## src/rtl/booth_div_pkg.sv

```systemverilog
// booth_div_pkg: shared types and constants for the sequential signed divider.
// Macro BOOTH_DIV_RADIX4_EN selects radix-4 iteration (2 quotient bits per step).
package booth_div_pkg;
    typedef enum logic [2:0] {IDLE, PREP, ITER, FIX, DONE} state_e;
    localparam int W_DEF = 8;
    localparam int STEPS_R2 = W_DEF;
    localparam int STEPS_R4 = W_DEF / 2;
    localparam logic [W_DEF-1:0] Q_MAX = 8'h7F;
    localparam logic [W_DEF-1:0] Q_MIN = 8'h80;
`ifdef BOOTH_DIV_RADIX4_EN
    localparam int DIV_QB = 2;
`else
    localparam int DIV_QB = 1;
`endif
endpackage

```

## src/rtl/div_step.sv

```systemverilog
// div_step: combinational restoring-division step cell.
// Ports: top_i = upper W+QB bits of the partial remainder after the left shift,
//        d_i = |divisor|, d3_i = 3*|divisor| (radix-4 only),
//        rem_o = new upper remainder half, q_o = quotient bit(s) of this step.
// Macro BOOTH_DIV_RADIX4_EN: radix-4 three-way compare, else radix-2 single compare.
module div_step
    import booth_div_pkg::*;
#(
    parameter int W = W_DEF
) (
    input  logic [W+DIV_QB-1:0] top_i,
    input  logic [W-1:0]        d_i,
`ifdef BOOTH_DIV_RADIX4_EN
    input  logic [W+1:0]        d3_i,
`endif
    output logic [W-1:0]        rem_o,
    output logic [DIV_QB-1:0]   q_o
);
`ifdef BOOTH_DIV_RADIX4_EN
    logic [W+1:0] d1, d2;
    logic [W-1:0] sub;
    always_comb begin
        d1 = {2'b00, d_i};
        d2 = {1'b0, d_i, 1'b0};
        q_o = top_i >= d3_i ? 2'd3 : top_i >= d2 ? 2'd2 : top_i >= d1 ? 2'd1 : 2'd0;
        sub = q_o == 2'd3 ? d3_i[W-1:0] : q_o == 2'd2 ? d2[W-1:0] : q_o == 2'd1 ? d_i : '0;
        // true difference is < |divisor|, so modulo-2^W subtraction is exact
        rem_o = top_i[W-1:0] - sub;
    end
`else
    always_comb begin
        q_o = top_i >= {1'b0, d_i};
        rem_o = q_o[0] ? top_i[W-1:0] - d_i : top_i[W-1:0];
    end
`endif
endmodule

```

## src/rtl/booth_divider_seq.sv

```systemverilog
// booth_divider_seq: sequential signed 2W/W divider, restoring shift-subtract.
// Ports: in_valid/in_ready accept dividend (2W) and divisor (W);
//        out_valid/out_ready return quot, rem (W each), dz and ovf flags.
// Macro BOOTH_DIV_RADIX4_EN: W/2 iteration cycles instead of W; same results.
module booth_divider_seq
    import booth_div_pkg::*;
#(
    parameter int W = W_DEF
) (
    input  logic           clk,
    input  logic           rst,
    input  logic           in_valid,
    output logic           in_ready,
    input  logic [2*W-1:0] dividend,
    input  logic [W-1:0]   divisor,
    output logic           out_valid,
    input  logic           out_ready,
    output logic [W-1:0]   quot,
    output logic [W-1:0]   rem,
    output logic           dz,
    output logic           ovf
);
`ifdef BOOTH_DIV_RADIX4_EN
    localparam int STEPS = W / 2;
`else
    localparam int STEPS = W;
`endif
    localparam int CW = $clog2(STEPS);
    state_e         state_q;
    logic [2*W-1:0] dvd_q, pr_q, dvd_mag;
    logic [W-1:0]   dvs_q, d_q, dvs_mag, quot_q, rem_q, qmag, rmag, step_rem;
    logic [CW-1:0]  cnt_q;
    logic           qs_q, rs_q, dz_f_q, ov_f_q, dz_q, ovf_q, post_ovf, sat;
    logic [DIV_QB-1:0] step_q;
`ifdef BOOTH_DIV_RADIX4_EN
    logic [W+1:0]   d3_q;
`endif
    always_comb begin
        dvd_mag = dvd_q[2*W-1] ? -dvd_q : dvd_q;
        dvs_mag = dvs_q[W-1] ? -dvs_q : dvs_q;
        qmag = pr_q[W-1:0];
        rmag = pr_q[2*W-1:W];
        // magnitude 2^(W-1) fits only as a negative quotient
        post_ovf = qmag[W-1] & ~(qs_q & ~|qmag[W-2:0]);
        sat = ov_f_q | post_ovf;
    end
    div_step #(.W(W)) u_step (
        .top_i (pr_q[2*W-1:W-DIV_QB]),
        .d_i   (d_q),
`ifdef BOOTH_DIV_RADIX4_EN
        .d3_i  (d3_q),
`endif
        .rem_o (step_rem),
        .q_o   (step_q)
    );
    always_ff @(posedge clk) begin
        if (rst) begin
            state_q <= IDLE;
            dvd_q <= '0;
            dvs_q <= '0;
            pr_q <= '0;
            d_q <= '0;
`ifdef BOOTH_DIV_RADIX4_EN
            d3_q <= '0;
`endif
            cnt_q <= '0;
            qs_q <= 1'b0;
            rs_q <= 1'b0;
            dz_f_q <= 1'b0;
            ov_f_q <= 1'b0;
            quot_q <= '0;
            rem_q <= '0;
            dz_q <= 1'b0;
            ovf_q <= 1'b0;
        end else begin
            case (state_q)
                IDLE: if (in_valid) begin
                    dvd_q <= dividend;
                    dvs_q <= divisor;
                    dz_f_q <= 1'b0;
                    ov_f_q <= 1'b0;
                    state_q <= PREP;
                end
                PREP: begin
                    qs_q <= dvd_q[2*W-1] ^ dvs_q[W-1];
                    rs_q <= dvd_q[2*W-1];
                    pr_q <= dvd_mag;
                    d_q <= dvs_mag;
`ifdef BOOTH_DIV_RADIX4_EN
                    d3_q <= {2'b00, dvs_mag} + {1'b0, dvs_mag, 1'b0};
`endif
                    cnt_q <= '0;
                    if (dvs_q == '0) begin
                        dz_f_q <= 1'b1;
                        state_q <= FIX;
                    end else if (dvd_mag[2*W-1:W] >= dvs_mag) begin
                        ov_f_q <= 1'b1;
                        state_q <= FIX;
                    end else begin
                        state_q <= ITER;
                    end
                end
                ITER: begin
                    pr_q <= {step_rem, pr_q[W-DIV_QB-1:0], step_q};
                    cnt_q <= cnt_q + 1'b1;
                    if (cnt_q == CW'(STEPS - 1)) state_q <= FIX;
                end
                FIX: begin
                    dz_q <= dz_f_q;
                    ovf_q <= ~dz_f_q & sat;
                    quot_q <= dz_f_q ? '0 : sat ? {qs_q, {(W-1){~qs_q}}} : qs_q ? -qmag : qmag;
                    rem_q <= dz_f_q ? dvd_q[W-1:0] : sat ? '0 : rs_q ? -rmag : rmag;
                    state_q <= DONE;
                end
                DONE: if (out_ready) state_q <= IDLE;
                default: state_q <= IDLE;
            endcase
        end
    end
    assign in_ready = state_q == IDLE;
    assign out_valid = state_q == DONE;
    assign quot = quot_q;
    assign rem = rem_q;
    assign dz = dz_q;
    assign ovf = ovf_q;
endmodule
```

## config.mk

```make
export PLATFORM = sky130hd
export DESIGN_NAME = booth_divider_seq
export DESIGN_NICKNAME = d
export VERILOG_FILES = /design/src/rtl/booth_div_pkg.sv /design/src/rtl/div_step.sv /design/src/rtl/booth_divider_seq.sv
export SDC_FILE = /design/constraint.sdc
export NUM_CORES = 1
export LEC_CHECK = 0
export BUFFER_PORTS_ARGS = -buffer_cell sky130_fd_sc_hd__buf_2
export CAP_MARGIN = 20
export CORE_MARGIN = 10
export CORE_UTILIZATION = 50
export CTS_CLUSTER_DIAMETER = 80
export DETAILED_ROUTE_END_ITERATION = 12
export GPL_TIMING_DRIVEN = 0
export PLACE_DENSITY = 0.7
export SYNTH_ARGS = -nofsm -noshare
export SYNTH_HDL_FRONTEND = slang
export SYNTH_SLANG_ARGS = --single-unit
```

## constraint.sdc

```tcl
create_clock -name clk -period 3.45 [get_ports clk]
set_input_delay 0.1725 -clock clk [delete_from_list [all_inputs] [get_ports clk]]
set_output_delay 0.1725 -clock clk [all_outputs]
set_load 0.005 [all_outputs]
```

==> results by stage <==
Global routing:
- The number of antenna violations at the first check in global routing is 0.
- Global routing consumed, over all layers together, a little under a fifth of the routing resources.
- The via count of the first global-routing pass is approximately 3900.
- The met1 layer usage reported by global route is around 24%.
- The wire length of the first global-routing pass is 19.3 mm.
- The pin count of the biggest net entering global routing is 14.
- Global routing used between 20 and 30% of the available met2 tracks.
- The sum of overflow across all layers after global routing is 0.
- For this run, global-route usage on met3 was measured as about 4.4%.
- The global routing's busiest layer is met2.

Timing:
- The transition time of the tightest slew-check pin is roughly 0.64 ns.
- The timing-limited maximum frequency is 0.329 GHz.
- The worst hold-check slack is between 0.04 and 0.05 ns.
- The minimum clock period is between 3 and 4 ns.
- The relative slew slack is 57.4%.
- The setup skew after layout is slightly above 0.01 ns.
- The number of failing hold endpoints at the final stage is 0.
- The final setup violation count is 0.
- The final max-slew violation count was 0.
- The final sum of negative setup slack is 0 ns.
- In the finished design, the share of the clock period the worst path needs comes to roughly 90%.
- Setup repair after global routing left no endpoint under its margin.

Power:
- Of the total power, the share spent switching nets is between 40 and 50%.
- Per report_power, the clock group accounts for between 10% and 20% of the total.
- Internal power comes to roughly 2.3 mW.
- The sequential fraction of design power is 29.6%.
- After layout, the design draws a total of about 4.2 mW.
- Summed over all nets, the switching power comes to between 1.5 and 2 mW.
- Combinational logic burns a little over half of the power.
- The worst supply voltage drop on vdd is around 470 uV.
- The leakage power figure is 1.92 nW.
- The power density over cell area is about 870 nW/um^2.

Logic synthesis:
- The total number of yosys warnings is 0.
- The count of state elements after synthesis is 76.
- The fraction of registers with async set or reset after synthesis is 0%.
- The proportion of synthesized chip area in sequential cells is 35.4%.
- Summed over all instances, the cell type with the most area after synthesis is sky130_fd_sc_hd__dfxtp_1.
- In the post-synthesis netlist, the biggest area contributors are sky130_fd_sc_hd__dfxtp_1 (35%), sky130_fd_sc_hd__nand2_1 (9.2%), sky130_fd_sc_hd__ha_1 (6.4%).
- Synthesis produced a netlist with a net count of 605.
- Dividing the synthesized area by the synthesized cell count gives around 7.8 sq um.
- The top cell type by area accounts for between 30% and 40% of the synthesized area.
- The commonest register cell after synthesis is sky130_fd_sc_hd__dfxtp_1.
- The synthesized netlist contains 54 unique library cells.
- The number of enable flip-flop cells after synthesis is 0.
- The post-synth design cell area is around 4300 sq um.
- After technology mapping, the gate count stands at roughly 550.

Worst setup path:
- The arrival time of data at the critical path endpoint is 3.29 ns.
- On the critical path, the stage with the largest delay is an instance of sky130_fd_sc_hd__or4_4.
- Counting cells, the worst reg-to-reg path comes to 11.
- The delay contributed by the slowest stage of the critical path is approximately 0.58 ns.
- The worst register-to-register path ends at ov_f_q$_SDFFE_PP0P_.
- The cell family contributing the most delay on the critical path is simple AND/OR/NAND/NOR gates.
- The origin of the critical flop-to-flop path is dvd_q[7]$_SDFFE_PP0P_.
- The required time at the endpoint of the critical path is 3.70 ns.
- The worst setup slack for register-to-register paths is 0.41 ns.
- The type of origin of the critical path is a flip-flop.
- The signal on the critical path passes through or4_4, or3_4, o21ai_1, xnor2_1, ha_1, a21o_1, a21o_1, a21oi_1, o31a_1, nor3_1, o211a_1.
- The number of buffer and inverter instances along the worst setup path is 0.
- The dominant cell type by count on the critical path is sky130_fd_sc_hd__a21o_1.
- The critical path is of the flip-flop to flip-flop type.
- The maximum fanout encountered on the critical timing path is 7.
- The nature of the critical path endpoint is a flip-flop.

Detailed routing:
- The mean number of vias per cell is ~5.6.
- The wire length reported by the detailed router is around 12 mm.
- The total DRC errors in the routed layout is 0.
- The via count is around 4100.
- The DRC violation total after the first TritonRoute iteration is roughly 300.
- The count of antenna-violating nets left after detailed routing is 0.
- The mean routed wirelength per cell is between 15 and 20 microns.
- The total iterations of the first detailed-routing run is 5.

Clocking:
- Buffers inserted during clock tree synthesis total 9.
- The post-CTS clock slew at the launch and capture registers of the worst setup and hold paths is 0.08 ns.
- The clock reaches the later pin of the worst-skew pair after between 0.3 and 0.4 ns.
- CTS built an H-tree with a depth of 3.
- Clock tree synthesis found a total of between 70 and 80 sinks.
- TritonCTS built the clock tree.
- No sink is reached through more buffers than the 2 on the longest clock path.
- For this design, the CTS-stage hold fixing added 0 buffers.
- The master cell of the clock root buffer is sky130_fd_sc_hd__clkbuf_8.

Hold path:
- The critical hold path startpoint is dividend[7].
- The worst hold path endpoint is dvd_q[7]$_SDFFE_PP0P_.
- Along the worst hold path, the cell count comes to 3.
- The tightest min-delay check is of the input pin to flip-flop type.

Finish:
- At the end of the flow, the number of nets in the layout was between 600 and 700.
- The area used by multi-input combinational logic is around 2600 sq um.
- In the final layout, flip-flops and latches occupy roughly 1500 sq um.
- The number of antenna diodes is 0.
- The layout filler cell count is 802.
- The layout cell share with drive strength beyond 1 is 12.0%.
- The final cell utilization of the core is between 50% and 60%.
- The area growth from synthesis to layout is 13.4%.

Floorplan:
- The core region is 8300 sq um.
- The effective utilization at floorplan is 51.8%.
- The number of standard-cell rows in the floorplan is 33.
- In this run the count of I/O pins placed on the die edge is 48.
- The floorplan step defined a die boundary enclosing 12700 sq um.
- The die boundary height is between 100 and 150 microns.
- The width of the die is between 100 and 150 microns.

Run:
- The number of max-cap violations is 0.

Place:
- Routability-driven placement finished with a final weighted congestion of just over 0.9.
- During placement, the flow inserted port buffers numbering between 40 and 50.
- The post-detailed-placement half-perimeter wirelength is 8.98 mm.

Run status:
- The run finished with clean final reports.
worst max path at each step:
| stage | to | cells past startpoint | from | slack, ns |
|---|---|---|---|---|
| detailed placement | ov_f_q$_SDFFE_PP0P_ | 11 | dvd_q[2]$_SDFFE_PP0P_ | 0.39 |
| global route | ov_f_q$_SDFFE_PP0P_ | 11 | dvd_q[2]$_SDFFE_PP0P_ | 0.13 |
| CTS | ov_f_q$_SDFFE_PP0P_ | 11 | dvd_q[2]$_SDFFE_PP0P_ | 0.37 |
| floorplan | ov_f_q$_SDFFE_PP0P_ | 11 | dvd_q[7]$_SDFFE_PP0P_ | 0.67 |
| global placement | ov_f_q$_SDFFE_PP0P_ | 11 | dvd_q[7]$_SDFFE_PP0P_ | 0.45 |
| finish | ov_f_q$_SDFFE_PP0P_ | 11 | dvd_q[7]$_SDFFE_PP0P_ | 0.41 |
metal layers:
metal  part of all wire (%)  vias to the layer above
li1                       -                     2057
met1                     48                     1856
met2                     43                      129
met3                    7.0                       19
met4                    2.1                        0
met5                      0                        -
synthesized netlist by cell type (4+ instances only):
master / count
sky130_fd_sc_hd__a211oi_1: 8
sky130_fd_sc_hd__xor2_1: 9
sky130_fd_sc_hd__a21o_1: 6
sky130_fd_sc_hd__o21ai_0: 14
sky130_fd_sc_hd__xnor2_1: 21
sky130_fd_sc_hd__a31oi_1: 16
sky130_fd_sc_hd__a22oi_1: 11
sky130_fd_sc_hd__nor3_1: 11
sky130_fd_sc_hd__nand2_1: 105
sky130_fd_sc_hd__nor2_1: 45
sky130_fd_sc_hd__a221oi_1: 4
sky130_fd_sc_hd__a21oi_1: 48
sky130_fd_sc_hd__clkbuf_1: 33
sky130_fd_sc_hd__nand2b_1: 7
sky130_fd_sc_hd__ha_1: 22
sky130_fd_sc_hd__nor4_1: 6
sky130_fd_sc_hd__nor2b_1: 6
sky130_fd_sc_hd__mux2i_1: 8
sky130_fd_sc_hd__inv_1: 23
sky130_fd_sc_hd__o31ai_1: 9
sky130_fd_sc_hd__dfxtp_1: 76
sky130_fd_sc_hd__nand3_1: 14
sky130_fd_sc_hd__o211ai_1: 6
cells in the final DEF, fill, tap and decap left out, types with 3 or more instances in the layout:
master                     Yosys  final
sky130_fd_sc_hd__o21ai_1       3      3
sky130_fd_sc_hd__a211oi_1      8      8
sky130_fd_sc_hd__nor2b_1       6      6
sky130_fd_sc_hd__xor2_1        9      9
sky130_fd_sc_hd__o211ai_1      6      6
sky130_fd_sc_hd__nor2_1       45     45
sky130_fd_sc_hd__nor4_1        6      5
sky130_fd_sc_hd__nor3_1       11     11
sky130_fd_sc_hd__clkbuf_1     33     34
sky130_fd_sc_hd__mux2i_1       8      8
sky130_fd_sc_hd__a21oi_1      48     48
sky130_fd_sc_hd__a21o_1        6      6
sky130_fd_sc_hd__nand4_1       3      3
sky130_fd_sc_hd__o22ai_1       3      3
sky130_fd_sc_hd__buf_2         2     48
sky130_fd_sc_hd__o31ai_1       9      9
sky130_fd_sc_hd__xnor2_1      21     21
sky130_fd_sc_hd__nand3_1      14     14
sky130_fd_sc_hd__o21ai_0      14     14
sky130_fd_sc_hd__ha_1         22     22
sky130_fd_sc_hd__nand2b_1      7      7
sky130_fd_sc_hd__dfxtp_1      76     76
sky130_fd_sc_hd__clkbuf_8      0     11
sky130_fd_sc_hd__inv_1        23     23
sky130_fd_sc_hd__a31oi_1      16     16
sky130_fd_sc_hd__a22oi_1      11     11
sky130_fd_sc_hd__a221oi_1      4      4
sky130_fd_sc_hd__nand2_1     105    105
worst reg2reg max path: cells and delay by family (launching register included):
family          cells  cell delay (ns)
simple gates        3             1.02
flops               1             0.39
compound gates      6             1.02
fa+ha+maj           1             0.30
xor+xnor            1             0.19
per-stage QoR:
step	worst slack (ns)	cell area (sq um)	instances
after floorplan	0.666	4300	554
after global placement	0.452	4660	705
after detailed placement	0.394	4660	705
after CTS	0.370	4870	721
after global routing	0.126	4880	721
final	0.414	4880	721
logic make-up (layout without fill, tap and decap cells):
kind of cell	count (synthesis)	in the layout	share of synthesized area (%)
simple gates	212	212	22.3
compound gates	145	145	21.9
flops	76	76	35.4
buf+inv	58	120	5.12
xor+xnor	30	30	6.11
fa+ha+maj	23	23	6.86
mux	10	10	2.38
sequential cells by signal (all words and copies together), names as in the netlist:
register and cells:
pr_q 16, dz 1, qs_q 1, ov_f_q 1
cnt_q 3, dz_f_q 1, ovf 1, rs_q 1
quot 8, rem 8, dvd_q 16, d_q 8
dvs_q 8, state_q 3
cell type report:
cell class                      count  area share, %
Buffer                             35           2.74
Clock buffer                       12           3.18
Clock inverter                      4           1.13
Inverter                           23           1.77
Multi-Input combinational cell    420           52.6
Sequential cell                    76           31.2
Tap cell                          105           2.69
Timing Repair Buffer               46           4.72
timing repair:
| item | CTS | global route |
|---|---|---|
| endpoints found under the setup margin | 0 | 1 |
| resized for setup | 0 | 1 |
| setup buffers | 0 | 0 |
power groups by stage:
| stage | clock network [mW] | registers (mW) | logic (mW) |
|---|---|---|---|
| after CTS | 0.739 | 1.25 | 2.25 |
| after detailed placement | 0 | 1.27 | 2.23 |
| final | 0.726 | 1.26 | 2.26 |
| after global placement | 0 | 1.26 | 2.18 |
| after global routing | 0.776 | 1.28 | 2.52 |
| after floorplan | 0 | 1.21 | 1.78 |
(Power assumes the default switching activity.)
